<file path="src/rtl/board_vga_renderer.sv">
// -----------------------------------------------------------------------------
// board_vga_renderer
//   Pixel stage between the 16x16 game board and the VGA pins. It draws the
//   board as a centred 480x480 square of 30x30-pixel cells and registers RGB
//   together with hSync/vSync so that colour and sync stay aligned (2 clk).
//   The board is copied once per frame on the first blanked line after the
//   board (vCount 515), which keeps a frame tear-free. frame_pulse_o marks that
//   copy so the game machine can step a generation between frames.
//
//   Optional feature macro: BOARD_GRID_LINES_EN
//     defined   : the first pixel column/row of every cell is drawn in GRID_RGB
//     undefined : cells are filled completely (GRID_RGB does not exist)
//
// Ports
//   clk            in   system clock
//   reset_n        in   asynchronous active-low reset
//   board_i        in   live map, bit row*16+col, row 0 top, col 0 left
//   hCount,vCount  in   display controller counters
//   bright         in   visible-area flag
//   hSync_i,vSync_i in  syncs from the display controller
//   rgb_o          out  registered pixel colour {R,G,B}
//   hSync_o,vSync_o out syncs delayed by 2 clk
//   frame_pulse_o  out  1-clk pulse when the board snapshot is taken
// -----------------------------------------------------------------------------
module board_vga_renderer #(
  parameter int unsigned H_BOARD_X0     = 224,
  parameter int unsigned V_ACTIVE_START = 35,
  parameter int unsigned CELL_PX        = 30,
  parameter int unsigned N              = 16,
  parameter logic [11:0] ALIVE_RGB      = 12'h0F0,
  parameter logic [11:0] DEAD_RGB       = 12'h111,
  parameter logic [11:0] BG_RGB         = 12'h000
`ifdef BOARD_GRID_LINES_EN
  , parameter logic [11:0] GRID_RGB     = 12'h444
`endif
) (
  input  logic           clk,
  input  logic           reset_n,
  input  logic [N*N-1:0] board_i,
  input  logic [9:0]     hCount,
  input  logic [9:0]     vCount,
  input  logic           bright,
  input  logic           hSync_i,
  input  logic           vSync_i,
  output logic [11:0]    rgb_o,
  output logic           hSync_o,
  output logic           vSync_o,
  output logic           frame_pulse_o
);

  localparam int unsigned CW = $clog2(N);
  localparam int unsigned PW = $clog2(CELL_PX);

  localparam logic [9:0]    H_X0     = 10'(H_BOARD_X0);
  localparam logic [9:0]    V_Y0     = 10'(V_ACTIVE_START);
  localparam logic [9:0]    V_SNAP   = 10'(V_ACTIVE_START + N * CELL_PX);
  localparam logic [PW-1:0] PX_LAST  = PW'(CELL_PX - 1);
  localparam logic [CW-1:0] CELL_LAST = CW'(N - 1);

  // Pixel tick: the controller advances hCount at a divided rate, so a change
  // of hCount marks the start of a new pixel.
  logic [9:0] hc_q;
  logic       tick;
  logic       snap_now;

  logic [PW-1:0] xpix_q, xpix_d, ypix_q, ypix_d;
  logic [CW-1:0] col_q, col_d, row_q, row_d;
  logic          in_x_q, in_x_d, in_y_q, in_y_d;

  logic [N*N-1:0] snapshot_q;
  logic           frame_pulse_q;

  // Stage 1
  logic [2*CW-1:0] idx_s1_q;
  logic            in_board_s1_q;
  logic            bright_s1_q;
  logic            hs_s1_q, vs_s1_q;
`ifdef BOARD_GRID_LINES_EN
  logic            grid_s1_q;
`endif

  // Stage 2
  logic [11:0] rgb_q;
  logic        hs_q, vs_q;

  assign tick     = (hCount != hc_q);
  assign snap_now = tick && (hCount == '0) && (vCount == V_SNAP);

  // Next-state cell position. Stage 1 samples the _d values so the position
  // belongs to the same pixel as the hCount being registered.
  always_comb begin
    // NOTE: every output gets a default first, so no path can leave a latch.
    xpix_d = xpix_q;
    col_d  = col_q;
    in_x_d = in_x_q;
    ypix_d = ypix_q;
    row_d  = row_q;
    in_y_d = in_y_q;

    if (tick) begin
      if (hCount == H_X0) begin
        xpix_d = '0;
        col_d  = '0;
        in_x_d = 1'b1;
      end else if (in_x_q) begin
        if (xpix_q == PX_LAST) begin
          xpix_d = '0;
          if (col_q == CELL_LAST) in_x_d = 1'b0;
          else                    col_d  = col_q + 1'b1;
        end else begin
          xpix_d = xpix_q + 1'b1;
        end
      end

      if (hCount == '0) begin
        if (vCount == V_Y0) begin
          ypix_d = '0;
          row_d  = '0;
          in_y_d = 1'b1;
        end else if (in_y_q) begin
          if (ypix_q == PX_LAST) begin
            ypix_d = '0;
            if (row_q == CELL_LAST) in_y_d = 1'b0;
            else                    row_d  = row_q + 1'b1;
          end else begin
            ypix_d = ypix_q + 1'b1;
          end
        end
      end
    end
  end

  // NOTE: sequential state uses non-blocking assignments only, so every
  // register samples the pre-edge value of its sources.
  always_ff @(posedge clk or negedge reset_n) begin
    if (!reset_n) begin
      hc_q          <= '0;
      xpix_q        <= '0;
      col_q         <= '0;
      in_x_q        <= 1'b0;
      ypix_q        <= '0;
      row_q         <= '0;
      in_y_q        <= 1'b0;
      // NOTE: the 256-bit snapshot is plain flops, not a RAM, so it can be
      // reset; a cleared board shows dead cells rather than power-up noise.
      snapshot_q    <= '0;
      frame_pulse_q <= 1'b0;
      idx_s1_q      <= '0;
      in_board_s1_q <= 1'b0;
      bright_s1_q   <= 1'b0;
      hs_s1_q       <= 1'b1;
      vs_s1_q       <= 1'b1;
`ifdef BOARD_GRID_LINES_EN
      grid_s1_q     <= 1'b0;
`endif
      rgb_q         <= '0;
      hs_q          <= 1'b1;
      vs_q          <= 1'b1;
    end else begin
      hc_q   <= hCount;
      xpix_q <= xpix_d;
      col_q  <= col_d;
      in_x_q <= in_x_d;
      ypix_q <= ypix_d;
      row_q  <= row_d;
      in_y_q <= in_y_d;

      // Line 515 is blanked, so replacing the board here never shows a tear.
      if (snap_now) snapshot_q <= board_i;
      frame_pulse_q <= snap_now;

      // Stage 1: cell index is a concat of row and column (N is a power of 2).
      idx_s1_q      <= {row_d, col_d};
      in_board_s1_q <= in_x_d & in_y_d;
      bright_s1_q   <= bright;
      hs_s1_q       <= hSync_i;
      vs_s1_q       <= vSync_i;
`ifdef BOARD_GRID_LINES_EN
      grid_s1_q     <= (xpix_d == '0) || (ypix_d == '0);
`endif

      // Stage 2: colour select.
      if (!bright_s1_q)                rgb_q <= '0;
      else if (!in_board_s1_q)         rgb_q <= BG_RGB;
`ifdef BOARD_GRID_LINES_EN
      else if (grid_s1_q)              rgb_q <= GRID_RGB;
`endif
      else if (snapshot_q[idx_s1_q])   rgb_q <= ALIVE_RGB;
      else                             rgb_q <= DEAD_RGB;
      hs_q <= hs_s1_q;
      vs_q <= vs_s1_q;
    end
  end

  assign rgb_o         = rgb_q;
  assign hSync_o       = hs_q;
  assign vSync_o       = vs_q;
  assign frame_pulse_o = frame_pulse_q;

endmodule

</file>
<file path="config.mk">
export PLATFORM = sky130hd
export DESIGN_NAME = board_vga_renderer
export DESIGN_NICKNAME = d
export VERILOG_FILES = /design/src/rtl/board_vga_renderer.sv
export SDC_FILE = /design/constraint.sdc
export NUM_CORES = 1
export LEC_CHECK = 0
export BUFFER_PORTS_ARGS = -buffer_cell sky130_fd_sc_hd__buf_2
export CAP_MARGIN = 40
export CORE_MARGIN = 3
export CORE_UTILIZATION = 48
export CTS_BUF_LIST = sky130_fd_sc_hd__clkbuf_4
export DETAILED_ROUTE_END_ITERATION = 7
export PLACE_DENSITY = 0.7
export SLEW_MARGIN = 20
export SYNTH_ARGS = -nofsm -noshare
export SYNTH_HDL_FRONTEND = slang
export SYNTH_SLANG_ARGS = --single-unit
</file>
<file path="constraint.sdc">
create_clock -name clk -period 5.1 [get_ports clk]
set_input_delay 0.255 -clock clk [delete_from_list [all_inputs] [get_ports clk]]
set_output_delay 0.255 -clock clk [all_outputs]
set_load 0.01 [all_outputs]
</file>
==> results of run 1 <==
-- through the flow --
stage | instances | area (um2) | utilization | total power [W]
finish | 1955 | 19200 | 0.688 | 0.00498
global route | 1955 | 19200 | 0.688 | 0.00520
CTS | 1947 | 19100 | 0.686 | 0.00500
detailed placement | 1533 | 15300 | 0.551 | 0.00264
global placement | 1531 | 15300 | 0.550 | 0.00264
floorplan | 914 | 13600 | - | 0.00246
-- Yosys cell counts, types with 5 or more instances --
| master | n | area, um2 |
|---|---|---|
| nand2_1 | 36 | 135 |
| and3_1 | 7 | 43.8 |
| nand3_1 | 11 | 55.1 |
| xor2_1 | 10 | 87.6 |
| a21oi_1 | 9 | 45.0 |
| o31ai_1 | 10 | 75.1 |
| mux4_1 | 10 | 263 |
| a22oi_1 | 9 | 67.6 |
| nor4_1 | 6 | 37.5 |
| o21ai_0 | 20 | 100 |
| buf_6 | 7 | 78.8 |
| mux2_2 | 245 | 2760 |
| clkbuf_1 | 7 | 26.3 |
| dfrtp_1 | 292 | 7310 |
| mux2i_1 | 13 | 130 |
| nor2_1 | 13 | 48.8 |
| mux4_2 | 48 | 1080 |
| mux2_1 | 19 | 214 |
| inv_1 | 9 | 33.8 |
| ha_1 | 6 | 75.1 |
| o22ai_1 | 5 | 31.3 |
| nand4_1 | 6 | 37.5 |
| buf_4 | 15 | 113 |
| buf_2 | 31 | 155 |
-- how the worst max path moves through the flow --
stage	start	endpoint	slack (ps)	cells after the start
2_1_floorplan	idx_s1_q[1]	rgb_o[7]	2780	9
3_3_place_gp	idx_s1_q[0]	rgb_o[7]	1900	7
3_5_place_dp	idx_s1_q[0]	rgb_o[7]	1900	7
4_1_cts	idx_s1_q[0]	rgb_o[7]	1860	7
5_1_grt	idx_s1_q[0]	rgb_o[7]	1650	7
6_report	idx_s1_q[0]	rgb_o[7]	1880	7
-- state kept, by name, summed over array words and instances (netlist names), 3 cells and up --
name / count
ypix_q: 5
rgb_o: 3
idx_s1_q: 8
xpix_q: 5
snapshot_q: 256
hc_q: 10
-- area by class of cell --
type / count / area, um2
clock inverter: 22 / 153
fill: 1894 / 8700
antenna: 7 / 17.5
sequential: 296 / 7420
timing repair buffer: 577 / 4400
tap: 378 / 473
inverter: 10 / 37.5
multi-input combinational: 545 / 5760
clock buffer: 120 / 901
-- tightest hold or removal path: stages --
cell and delay [ps]:
buf_2 130, nor4_4 80, mux2_2 220
-- per-layer routing --
metal  wire [um]  track usage  vias up
li1            -            -     4657
met1       15700        0.322     5253
met2       20400        0.453      422
met3        2060       0.0524      114
met4        1500        0.123        0
met5           0            0        -
-- power by group through the flow --
stage / clock, W / sequential, W / combinational (W)
global placement: 0 / 0.00242 / 0.000215
global route: 0.00239 / 0.00238 / 0.000428
finish: 0.00220 / 0.00238 / 0.000392
detailed placement: 0 / 0.00242 / 0.000217
CTS: 0.00224 / 0.00238 / 0.000385
floorplan: 0 / 0.00242 / 0.0000432
-- kinds of logic after synthesis --
family,count (synthesis)
muxes,335
AOI/OAI and AO/OA,83
DFF,296
and+or+nand+nor,105
buffers and inverters,73
other,1
xor gates and xnor gates,10
adders and majority gates,6
==> results.cfg, run 1 <==
[logic_synthesis]
synth_area_um2 = 13600
ys_ff_latch = 296
synth_fa_ha_area_frac = 0.00552
ys_async_sr_fraction = 1.00
synthMuxAreaShare = 0.327
synth_top_family_by_area = multiplexers
ys_warn_count = 0
synth_edf_count = 0
synth-compound-area-share = 0.0423
synth_xor_area_frac = 0.00644
yosys.area_share.simple = 0.0405
postSynthCellCount = 909
avgSynthCellArea_um2 = 15.0
ys_seq_area_frac = 0.545
ys_types = 65
ys.flop_type = dfrtp_1

[worst_setup_path]
startpoint_type = flip-flop
crit_family = compound AO/OA/AOI/OAI gates
crit_buf_inv = 1
end_kind = flip-flop
r2r_start = idx_s1_q[0]
cp.arrival_ps = 3760
path_class = flip-flop to flip-flop
cp_data_required_time_ps = 5650
max_stage_delay_ps = 920
critPathSlowestCell = dfrtp_4
r2r_cells = 7
crit_chain = buf_12, mux4_1, a22oi_1, a21oi_1, a311oi_1, nor4_1, o31a_1
cp_max_fo = 39
r2r-end = rgb_o[7]
r2r_slack_ps = 1880

[die]
ios = 296
core.rowCount = 61
core_um2 = 27900
fp.dieH_um = 174
die_w_um = 174
start_util = 0.489
die_area_um2 = 30400

[placed_design]
place_ws_ps = 1900
dp_hpwl_um = 23300
io_buffer_count = 289
routabilityCongestion = 0.780

[clocking]
cts_hold_buf = 272
cts.clk_slew.worst_paths_ps = 60
clockBufferDepth = 3
root_buffer = clkbuf_4
worstSkewPairLatency_ps = 720
cts_buffers = 81
cts_sinks = 296
postCtsSetupRepairBufs = 0
cts_resized = 0
cts.htree.levels = 3
cts_tree = yes

[timing]
fin_skew_ps = 57.9
finalSetupTns_ps = 0
fmax_mhz = 311
whs_ps = 46.9
tightest_slew_ps = 861
post-route-min-period_ps = 3220
setup_viol = 0
setup_ws_ps = 1880
slew_viol_final = 0
slew_headroom = 0.426
rsz0062_at_grt = false
period_share = 0.631
hold_viol = 0

[min_path]
hold_start = vCount[5]
worstHoldPathType = input pin to flip-flop
min_to = snapshot_q[168]
holdPathStages = 3

[global_routing]
grt_pass1_wl_um = 62600
grt_overflow_total = 0
antenna_found_initial = 7
grt_pass1_vias = 11780
grt_max_degree = 131
grt_use_total = 0.264

[finish]
final_common_cell = dfrtp_1
nets = 1798
layout_common_cells = dfrtp_1, buf_2, dlygate4sd3_1, mux2_2, clkbuf_4
drive_gt1_frac = 0.471
area_growth_pct = 40.8

[pwr]
p_clk_frac = 0.443
p_leak_nw = 9.39
p_seq_frac = 0.478
power_frac_comb = 0.079
switching_share = 0.241
p_int_w = 0.00378
p_sw_w = 0.00120
powerDensity_nw_per_um2 = 260
ir_worst_vdd_mv = 0.156

[drt]
dr.pass1.iters = 4
routed_wl_um = 39700
viasPerCell = 5.34
drtIter0Drc = 571
drcViolationCount = 0
ant_nets = 0
wl_per_cell_um = 20.3
route.vias.total = 10446

[flow_run]
drv_cap = 0

[run_status]
outcome = finished clean
Power figures use the tool's default switching activity.
==> inputs of run 2 (changes only) <==
--- a/config.mk
+++ b/config.mk
@@ -11,7 +11,7 @@
 export CORE_UTILIZATION = 48
 export CTS_BUF_LIST = sky130_fd_sc_hd__clkbuf_4
 export DETAILED_ROUTE_END_ITERATION = 7
-export PLACE_DENSITY = 0.7
+export PLACE_DENSITY = 0.73
 export SLEW_MARGIN = 20
 export SYNTH_ARGS = -nofsm -noshare
 export SYNTH_HDL_FRONTEND = slang
==> constraint.sdc (replaced) <==
create_clock -name clk -period 2.9 [get_ports clk]
set_input_delay 0.145 -clock clk [delete_from_list [all_inputs] [get_ports clk]]
set_output_delay 0.145 -clock clk [all_outputs]
set_load 0.01 [all_outputs]
==> run 2 against run 1 <==
Net effect: global-route usage up 0.16 points; worst hold slack better by 53 ps; utilization is 0.62 points higher; largest cell class unchanged.
==> results.cfg, run 2 (synthesis results as in run 1) <==
[run_status]
outcome = finished clean

[finish]
fin_util = 0.694
final_common_cell = dfrtp_1
top_regs = snapshot_q: 256 flops, hc_q: 10 flops, idx_s1_q: 8 flops
nets = 1815
drive_gt1_frac = 0.476
largest_register_ffs = 256
fill_cells = 1823
layout_common_cells = dfrtp_1, buf_2, dlygate4sd3_1, mux2_2, clkbuf_4
largest_register = snapshot_q
area_growth_pct = 42.0

[die]
core_um2 = 27900
ios = 296
start_util = 0.489
core.rowCount = 61
fp.dieH_um = 174
die_area_um2 = 30400
die_w_um = 174

[drt]
routed_wl_um = 40300
wl_per_cell_um = 20.5
route.vias.total = 10561
drtIter0Drc = 582
viasPerCell = 5.36
dr.pass1.iters = 5
ant_nets = 0
drcViolationCount = 0

[placed_design]
dp_hpwl_um = 24000
routabilityCongestion = 0.771
io_buffer_count = 289

[worst_setup_path]
startpoint_type = input pin
r2r-end = snapshot_q[124]
critPathSlowestCell = dlygate4sd3_1
max_stage_delay_ps = 540
r2r_start = hc_q[4]
cp_data_required_time_ps = 3440
endpoint = snapshot_q[124]
cp.arrival_ps = 3150
r2r_cells = 8
startpoint = hCount[4]
cp_max_fo = 85
end_kind = flip-flop
crit_chain = dlygate4sd3_1, buf_2, nor4_1, nand3_1, nand2b_2, nor4_4, buf_12, buf_4, mux2_2
r2r_slack_ps = 330
path_class = input pin to flip-flop

[timing]
whs_ps = 99.5
slew_viol_final = 0
tightest_slew_ps = 819
rsz0062_at_grt = false
hold_viol = 0
finalSetupTns_ps = 0
period_share = 0.899
slew_headroom = 0.454
setup_viol = 0
post-route-min-period_ps = 2610
fin_skew_ps = 30.6
fmax_mhz = 383

[clocking]
cts_sinks = 296
worstSkewPairLatency_ps = 680
clockBufferDepth = 3
postCtsSetupRepairBufs = 0
cts_tree = yes
cts.clk_slew.worst_paths_ps = 60
cts_resized = 0
root_buffer = clkbuf_4
cts_buffers = 82
cts.htree.levels = 3

[pwr]
p_int_w = 0.00675
ir_worst_vdd_mv = 0.335
p_clk_frac = 0.447
p_sw_w = 0.00207
p_seq_frac = 0.475
powerDensity_nw_per_um2 = 456
power_frac_comb = 0.079
switching_share = 0.235
p_leak_nw = 9.49

[global_routing]
grt_pass1_vias = 11798
grt_pass1_wl_um = 62600
grt_use_total = 0.265
grt_max_degree = 102
antenna_found_initial = 7
grt_overflow_total = 0

[flow_run]
drv_cap = 0

[min_path]
worstHoldPathType = input pin to flip-flop
run 2: cell types whose count changed in the layout (fill, tap and decap cells not counted), moves of 2 or more:
cell        previous run  this run
clkinv_1              16        14
buf_12                 7        11
buf_4                  7        20
clkinvlp_4             3         1
run 2: layout make-up:
cell class	count	area (um2)	share of cell area
multi-input cells	545	5760	0.298
repair buffers	593	4560	0.236
clock inverters	19	156	0.00809
inverters	10	37.5	0.00194
flip-flops and latches	296	7420	0.384
clock buffers	121	908	0.0470
diodes	7	17.5	0.000906
well taps	378	473	0.0245
run 2: per-stage QoR:
stage | instances | power, W | worst slack (ps) | area [um2]
floorplan | 914 | 0.00433 | 584 | 13600
global placement | 1549 | 0.00464 | 331 | 15500
detailed placement | 1549 | 0.00465 | 252 | 15500
CTS | 1962 | 0.00885 | 342 | 19300
global route | 1969 | 0.00921 | 170 | 19300
finish | 1969 | 0.00882 | 292 | 19300
run 2: timing repair:
item	in CTS	in global routing
hold buffers	273	0
endpoints found under the setup margin	0	0
hold endpoints to repair	367	0
run 2: routing by layer:
metal	wire, um	part of all wire	GRT usage	vias to the layer above
li1	-	-	-	4697
met1	15100	0.37	0.301	5256
met2	20900	0.52	0.467	457
met3	2300	0.057	0.0599	149
met4	2020	0.050	0.140	2
met5	9	0.00022	0	-
run 2: how the worst min path moves through the flow:
stage          startpoint       endpoint  slack [ps]  cells after the start
4_1_cts         vCount[7]  frame_pulse_o          50                      5
2_1_floorplan     reset_n    bright_s1_q        -150                      0
5_1_grt         vCount[7]  frame_pulse_o          70                      5
3_3_place_gp      reset_n  frame_pulse_o         250                      1
6_report        vCount[7]  frame_pulse_o         100                      5
3_5_place_dp      reset_n  frame_pulse_o         250                      1
run 2: critical path, delay by kind of cell:
| family | cells | cell delay, ps |
|---|---|---|
| and+or+nand+nor | 4 | 1220 |
| muxes | 1 | 340 |
| buffers and inverters | 4 | 1340 |
run 2: power by group through the flow:
stage               combinational (W)  sequential (W)  clock (W)
finish                       0.000696         0.00418    0.00394
CTS                          0.000679         0.00418    0.00399
detailed placement           0.000387         0.00426          0
global route                 0.000756         0.00418    0.00427
floorplan                   0.0000760         0.00426          0
global placement             0.000384         0.00426          0
